### src/rtl/pla_in6_bist.sv
// pla_in6_bist: drives LFSR vectors onto the in6 PLA inputs and compacts the
// responses into a MISR signature.
module pla_in6_bist #(
    parameter int VEC_W = 33,
    parameter int RSP_W = 23,
    parameter int CNT_W = 16
) (
    input  logic             clk,
    input  logic             rst,
    input  logic             start,
    input  logic             abort,
    input  logic [VEC_W-1:0] seed,
    input  logic [CNT_W-1:0] count,
    output logic [VEC_W-1:0] x,
    input  logic [RSP_W-1:0] z,
    output logic             busy,
    output logic             done,
    output logic [RSP_W-1:0] signature,
    output logic [CNT_W-1:0] vec_idx
);
    typedef enum logic [1:0] {IDLE, RUN, DONE} state_t;
    state_t state, state_n;
    logic [VEC_W-1:0] x_n;
    logic [RSP_W-1:0] sig_n;
    logic [CNT_W-1:0] rem, rem_n, idx_n;
    always_comb begin
        state_n = state;
        x_n = x;
        sig_n = signature;
        rem_n = rem;
        idx_n = vec_idx;
        case (state)
            IDLE: if (start) begin
                sig_n = '0;
                idx_n = '0;
                if (count == '0) state_n = DONE;
                else begin
                    state_n = RUN;
                    // an all-zero LFSR would lock up, so substitute 1
                    x_n = (seed == '0) ? VEC_W'(1) : seed;
                    rem_n = count;
                end
            end
            RUN: if (abort) begin
                state_n = IDLE;
                x_n = '0;
                idx_n = '0;
                rem_n = '0;
            end else begin
                sig_n = {signature[RSP_W-2:0], signature[RSP_W-1] ^ signature[RSP_W-6]} ^ z;
                rem_n = rem - CNT_W'(1);
                if (rem == CNT_W'(1)) begin
                    state_n = DONE;
                    x_n = '0;
                end else begin
                    x_n = {x[VEC_W-2:0], x[VEC_W-1] ^ x[VEC_W-14]};
                    idx_n = vec_idx + CNT_W'(1);
                end
            end
            default: state_n = IDLE;
        endcase
    end
    always_ff @(posedge clk or posedge rst) begin
        if (rst) begin
            state <= IDLE;
            x <= '0;
            signature <= '0;
            rem <= '0;
            vec_idx <= '0;
        end else begin
            state <= state_n;
            x <= x_n;
            signature <= sig_n;
            rem <= rem_n;
            vec_idx <= idx_n;
        end
    end
    assign busy = (state == RUN);
    assign done = (state == DONE);
endmodule

### config.mk
export PLATFORM = sky130hd
export DESIGN_NAME = pla_in6_bist
export DESIGN_NICKNAME = d
export VERILOG_FILES = /design/src/rtl/pla_in6_bist.sv
export SDC_FILE = /design/constraint.sdc
export NUM_CORES = 1
export LEC_CHECK = 0
export ABC_AREA = 1
export BUFFER_PORTS_ARGS = -buffer_cell sky130_fd_sc_hd__buf_2
export CAP_MARGIN = 20
export CELL_PAD_IN_SITES_DETAIL_PLACEMENT = 0
export CELL_PAD_IN_SITES_GLOBAL_PLACEMENT = 1
export CORE_MARGIN = 1.5
export CORE_UTILIZATION = 37
export CTS_BUF_LIST = sky130_fd_sc_hd__clkbuf_8 sky130_fd_sc_hd__clkbuf_16
export DETAILED_ROUTE_END_ITERATION = 10
export PLACE_DENSITY_LB_ADDON = 0.1
export SYNTH_ARGS = -nofsm -noshare
export SYNTH_HDL_FRONTEND = slang
export SYNTH_SLANG_ARGS = --single-unit
### constraint.sdc
create_clock -name clk -period 2.8 [get_ports clk]
set_input_delay 0.14 -clock clk [delete_from_list [all_inputs] [get_ports clk]]
set_output_delay 0.14 -clock clk [all_outputs]
set_load 0.05 [all_outputs]
* After elaboration in Yosys (flattened, before gate mapping)
Cells that the tools add are included.
** Storage, ports and cells
- Register bits after elaboration :: 90
- Bits of input ports :: 76
** Operators by class
- $add $sub $neg :: 2
- Equality and inequality tests :: 8
- Multiplexer cells :: 22
- Bitwise gates (word level) :: 3
- Reductions and logical operators :: 8
** Operators with widths (count)
- $mux W33 :: 5
- $mux W16 :: 6
- $pmux W33 S2 :: 1
- $pmux W16 S2 :: 2
- $mux W23 :: 2
- $pmux W23 S2 :: 1
- $logic_not A33 Y1 :: 1
- $xor A23 B23 Y23 :: 1
- $add A16 B1 Y16 const B :: 1
- $eq A16 B1 Y1 const B :: 1
- $logic_not A16 Y1 :: 1
- $sub A16 B1 Y16 const B :: 1
- $reduce_and A3 Y1 :: 3
- $mux W2 :: 4
- $ne A2 B2 Y1 const B :: 3
- $pmux W2 S2 :: 1
- $ne A3 B2 Y1 const B :: 1
- $ne A3 B3 Y1 const B :: 1
- $eq A2 B1 Y1 const B :: 1
- $eq A2 B2 Y1 const B :: 1
- $logic_not A2 Y1 :: 1
- $reduce_and A2 Y1 :: 1
- $reduce_bool A2 Y1 :: 1
- $xor A1 B1 Y1 :: 2

* Longest topological paths before layout
- Word-level depth :: 5
- Mapped depth :: 10
- Depth with buffers taken out :: 10

* Worst setup path before layout
Ideal clock, no wire load.
- Kind :: register to register
- From :: register vec_idx[0]
- To :: register vec_idx[14]
- Setup time :: 0.067 ns
- Arrival time :: 1.736 ns
- Data required time :: 2.733 ns
- Path slack :: 0.996 ns
- Stages on the path, launching flop included :: 10
- Buffers on the path :: 0
- Period minus slack after synthesis :: 1.804 ns
- Cells stage by stage :: dfrtp_1 ha_1 nand3_1 nor2_1 nand3_1 nand2_1 nand2_1 nor2_1 nand3_1 nand2_1
** Between the ends
- Longest elaborated chain between the ends :: 4
** RTL lines
- from (decl) :: RTL line 19 : output logic [CNT_W-1:0] vec_idx
- from (signal assigned) :: RTL line 75 : vec_idx <= idx_n;
- $add A16 B1 Y16 :: RTL line 57 : idx_n = vec_idx + CNT_W'(1);
- $mux W16 :: RTL line 52 : if (rem == CNT_W'(1)) begin
- $mux W16 :: RTL line 44 : RUN: if (abort) begin
- $pmux W16 S2 :: RTL line 32 : case (state)
No other way between the ends. The select of a mux whose other input is x is not followed.
A chain may end at the register's enable or synchronous reset.

* Final worst setup path
- From :: register state[1]
- To :: register x[26]
** Between the ends
- Longest elaborated chain between the ends :: 3
- Elaborated cells on any way between the ends :: 7
- Those cells by class :: eq/ne: 3; mux: 1; reduce/logical: 3
** RTL lines
- from (decl) :: RTL line 22 : state_t state, state_n;
- from (signal assigned) :: RTL line 71 : state <= state_n;
- $logic_not A2 Y1 / $eq A2 B1 Y1 (equally long branches) :: RTL line 32
- $ne A2 B2 Y1 (no line) / $reduce_bool A2 Y1 (equally long branches)
- $reduce_and A3 Y1 (no line)
- to (signal assigned) :: RTL line 72 : x <= x_n;
- to (decl) :: RTL line 14 : output logic [VEC_W-1:0] x,
Parallel ways exist; a longest one is shown, timed or not.

==> metrics.md <==
| Metric | Value |
|---|---|
| Syn_nets | 818 |
| 1st-iter DRT viols | 337 |
| Reg2Reg Depth | 7 |
| Post-Synth Simple-Gate Area | 30.38% |
| Largest family of logic cells by synthesized area | simple AND/OR/NAND/NOR gates |
| Antenna cells | 0 |
| CTS tree | done |
| Share of cells above drive strength 1 | 21.43% |
| Chip Width | 122.2 um |
| Share of the yosys chip area belonging to registers | 42.83% |
| CTS root buf | clkbuf_16 |
| Routability cong. | 0.8004 |
| GRT Residual Overflow | 0 |
| H-Tree Depth | 3 |
| Longest Clk Path Bufs | 2 |
| Wire length per cell | 14.56 um |
| EDFF count, synth | 0 |
| Worst clock skew | 9.543 ps |
| TritonCTS Sinks | 90 |
| Critical path type | reg2reg |
| Design area | 0.006451 mm^2 |
| Post-synth top area share | 42.83% |
| F_max | 429.9 MHz |
| Commonest non-fill, non-tap cell in the layout | nand2_1 |
| Vias | 5,301 |
| Setup crit end kind | flop |
| Minimum clock period | 2326 ps |
| Die Y | 122.2 um |
| Largest stage delay on the critical path | 450 ps |
| Commonest cells after routing, fill and taps aside | nand2_1, buf_2, dfrtp_1, nor2_1, inv_1 |
| Startpoint Class | flop |
| Max FO, Critical Path | 26 |
| CP arrival | 2590 ps |
| GRT Util Overall | 21.44% |
| Synth Warn # | 0 |
| Min Hold Slack | 52.68 ps |
| Final #Nets | 956 |
| Post-synth top flop | dfrtp_1 |
| Yosys cell types | 32 |
| Setup WS pre-CTS | 428.2 ps |
| Post-synthesis async set-or-reset flop share | 100.0% |
| Total routed wirelength | 15,470 um |
| Antenna Violating Nets Remaining | 0 |
| VDD IR max | 0.0005744 V |
| Leak pwr | 3.384 nW |
| Synth area leaders | dfrtp_1, nand2_1, nand3_1 |
| Syn_area_per_cell | 7.116 um^2 |
| Num ports | 150 |
| Post-synthesis cell area | 0.005259 mm^2 |
| Synth area leader | dfrtp_1 |
| Core Area | 0.01388 mm^2 |
| Worst-path clk slew | 70 ps |
| Status | finished clean |
| DIE AREA | 0.01494 mm^2 |
| Final Hold Vio Count | 0 |
| Setup violators final | 0 |
| Cell Chain, Critical Path | nor2_4, nand2_2, inv_2, nand2_2, o21ai_0, nand2_1, o21ai_1 |
| Setup TNS | 0 ps |
| Compound-Gate Fraction of Synth Area | 14.25% |
| Xor and xnor fraction of the mapped netlist area | 2.665% |
| Initial antenna violation count | 0 |
| Post-Synthesis Cells | 739 |
| Largest net degree at the start of global routing | 50 |
| Synth Area in Adders | 0.7138% |
| Setup WS post-layout | 473.8 ps |
| Placed Area | 0.006137 mm^2 |
| Vias in the first global route | 5,069 |
| Worst slew pin tran | 974.4 ps |
| Starting Density | 37.89% |
| Multiplexer area fraction after synthesis | 0% |
| Worst Hold Depth | 3 |
| RSZ-0062 raised after global routing | no |
| HPWL after DPL | 10,840 um |
| Slew HR | 34.61% |
| Max-cap violations | 0 |
| Count of pins over their slew limit | 0 |
| Slowest-stage cell, CP | dfrtp_1 |
| First-pass GRT wire length | 25,290 um |
| Number of buffers created by CTS | 9 |
| P per Cell Area | 1129 mW/mm^2 |
| 1st-pass router iterations | 5 |
| #FFs+latches synth | 90 |
| Top cell by count, worst path | nand2_2 |
| Critical path required time | 3070 ps |
| HP Class | in2reg |
| Port bufs | 149 |
| Drc violations | 0 |
| Fin crit share | 83.08% |
| # rows | 43 |
| Via/cell ratio | 4.992 |
| Clock latency on the worst-skew pair | 350 ps |
| Area growth syn-to-layout | 22.67% |
-- power by group --
| group | internal [mW] | leakage, nW | switching, mW |
|---|---|---|---|
| Sequential | 1.80 | 1.16 | 0.454 |
| Clock | 0.718 | 0.149 | 0.538 |
| Combinational | 0.920 | 2.07 | 2.85 |
| Total | 3.44 | 3.38 | 3.84 |
-- layer usage --
layer,GRT usage (%),vias up,share of wire [%]
met5,0,-,0
met4,7.922,0,1.8
met3,3.625,17,5.5
met2,34.50,149,46
met1,29.05,2454,47
li1,-,2681,-
-- synth_stat cells (7+ instances only) --
master,count
o22ai_1,9
nand3_1,71
xor2_1,8
nor2_1,81
nand4_1,9
nor3_1,7
o21ai_1,36
o21ai_0,42
inv_1,76
o211ai_1,18
buf_2,16
clkbuf_1,10
dfrtp_1,90
a21oi_1,24
xnor2_1,8
nand2_1,202
-- kinds of logic (layout without fill, tap and decap cells) --
family | Yosys count | in the layout
fa+ha+maj | 3 | 3
buf+inv | 113 | 256
flops | 90 | 90
compound gates | 135 | 135
simple gates | 382 | 382
xor+xnor | 16 | 16
-- critical path, delay by kind of cell (launching register included) --
family,cells,cell delay (ps)
compound gates,2,410
buf+inv,1,450
flops,1,450
simple gates,4,930
-- per-stage QoR --
step / power (mW) / util (%) / cells
after floorplan: 5.121 / - / 739
after global placement: 6.012 / 44.21 / 1045
after detailed placement: 6.067 / 44.21 / 1045
after CTS: 7.349 / 46.48 / 1062
after global routing: 7.823 / 46.48 / 1062
final: 7.286 / 46.48 / 1062
-- path summary, 6_finish.rpt --
kind                                       from                        end  slack [ps]
hold reg to reg                x[6]$_DFFE_PP0P_           x[6]$_DFFE_PP0P_         510
max in group asynchronous                   rst  signature[20]$_DFFE_PP0P_        1640
min in group asynchronous                   rst          x[14]$_DFFE_PP0P_         440
setup reg to reg           state[1]$_DFFE_PP0P_          x[26]$_DFFE_PP0P_         470
hold / removal                             z[7]   signature[7]$_DFFE_PP0P_          50
setup / recovery           state[1]$_DFFE_PP0P_          x[26]$_DFFE_PP0P_         470
-- what timing repair did --
| item | in CTS | in global routing |
|---|---|---|
| endpoints found under the hold margin | 41 | 0 |
| setup endpoints to repair | 0 | 0 |
| buffers inserted | 0 | 0 |
| resized for setup | 0 | 0 |
| hold buffers | 1 | 0 |
-- layout make-up --
cell class,instances,area (um^2)
sequential,90,2252
tap,180,225.2
clock buffer,10,239.0
clock inverter,6,65.06
inverter,80,301.5
multi-input combinational,536,2525
fill,1460,7430
timing repair buffer,160,843.3
-- flip-flops by register name, indices dropped and copies added (netlist names) --
signal / cells
state: 2
rem: 16
x: 33
signature: 23
vec_idx: 16
Note: power is estimated with default switching activity, not from simulation.
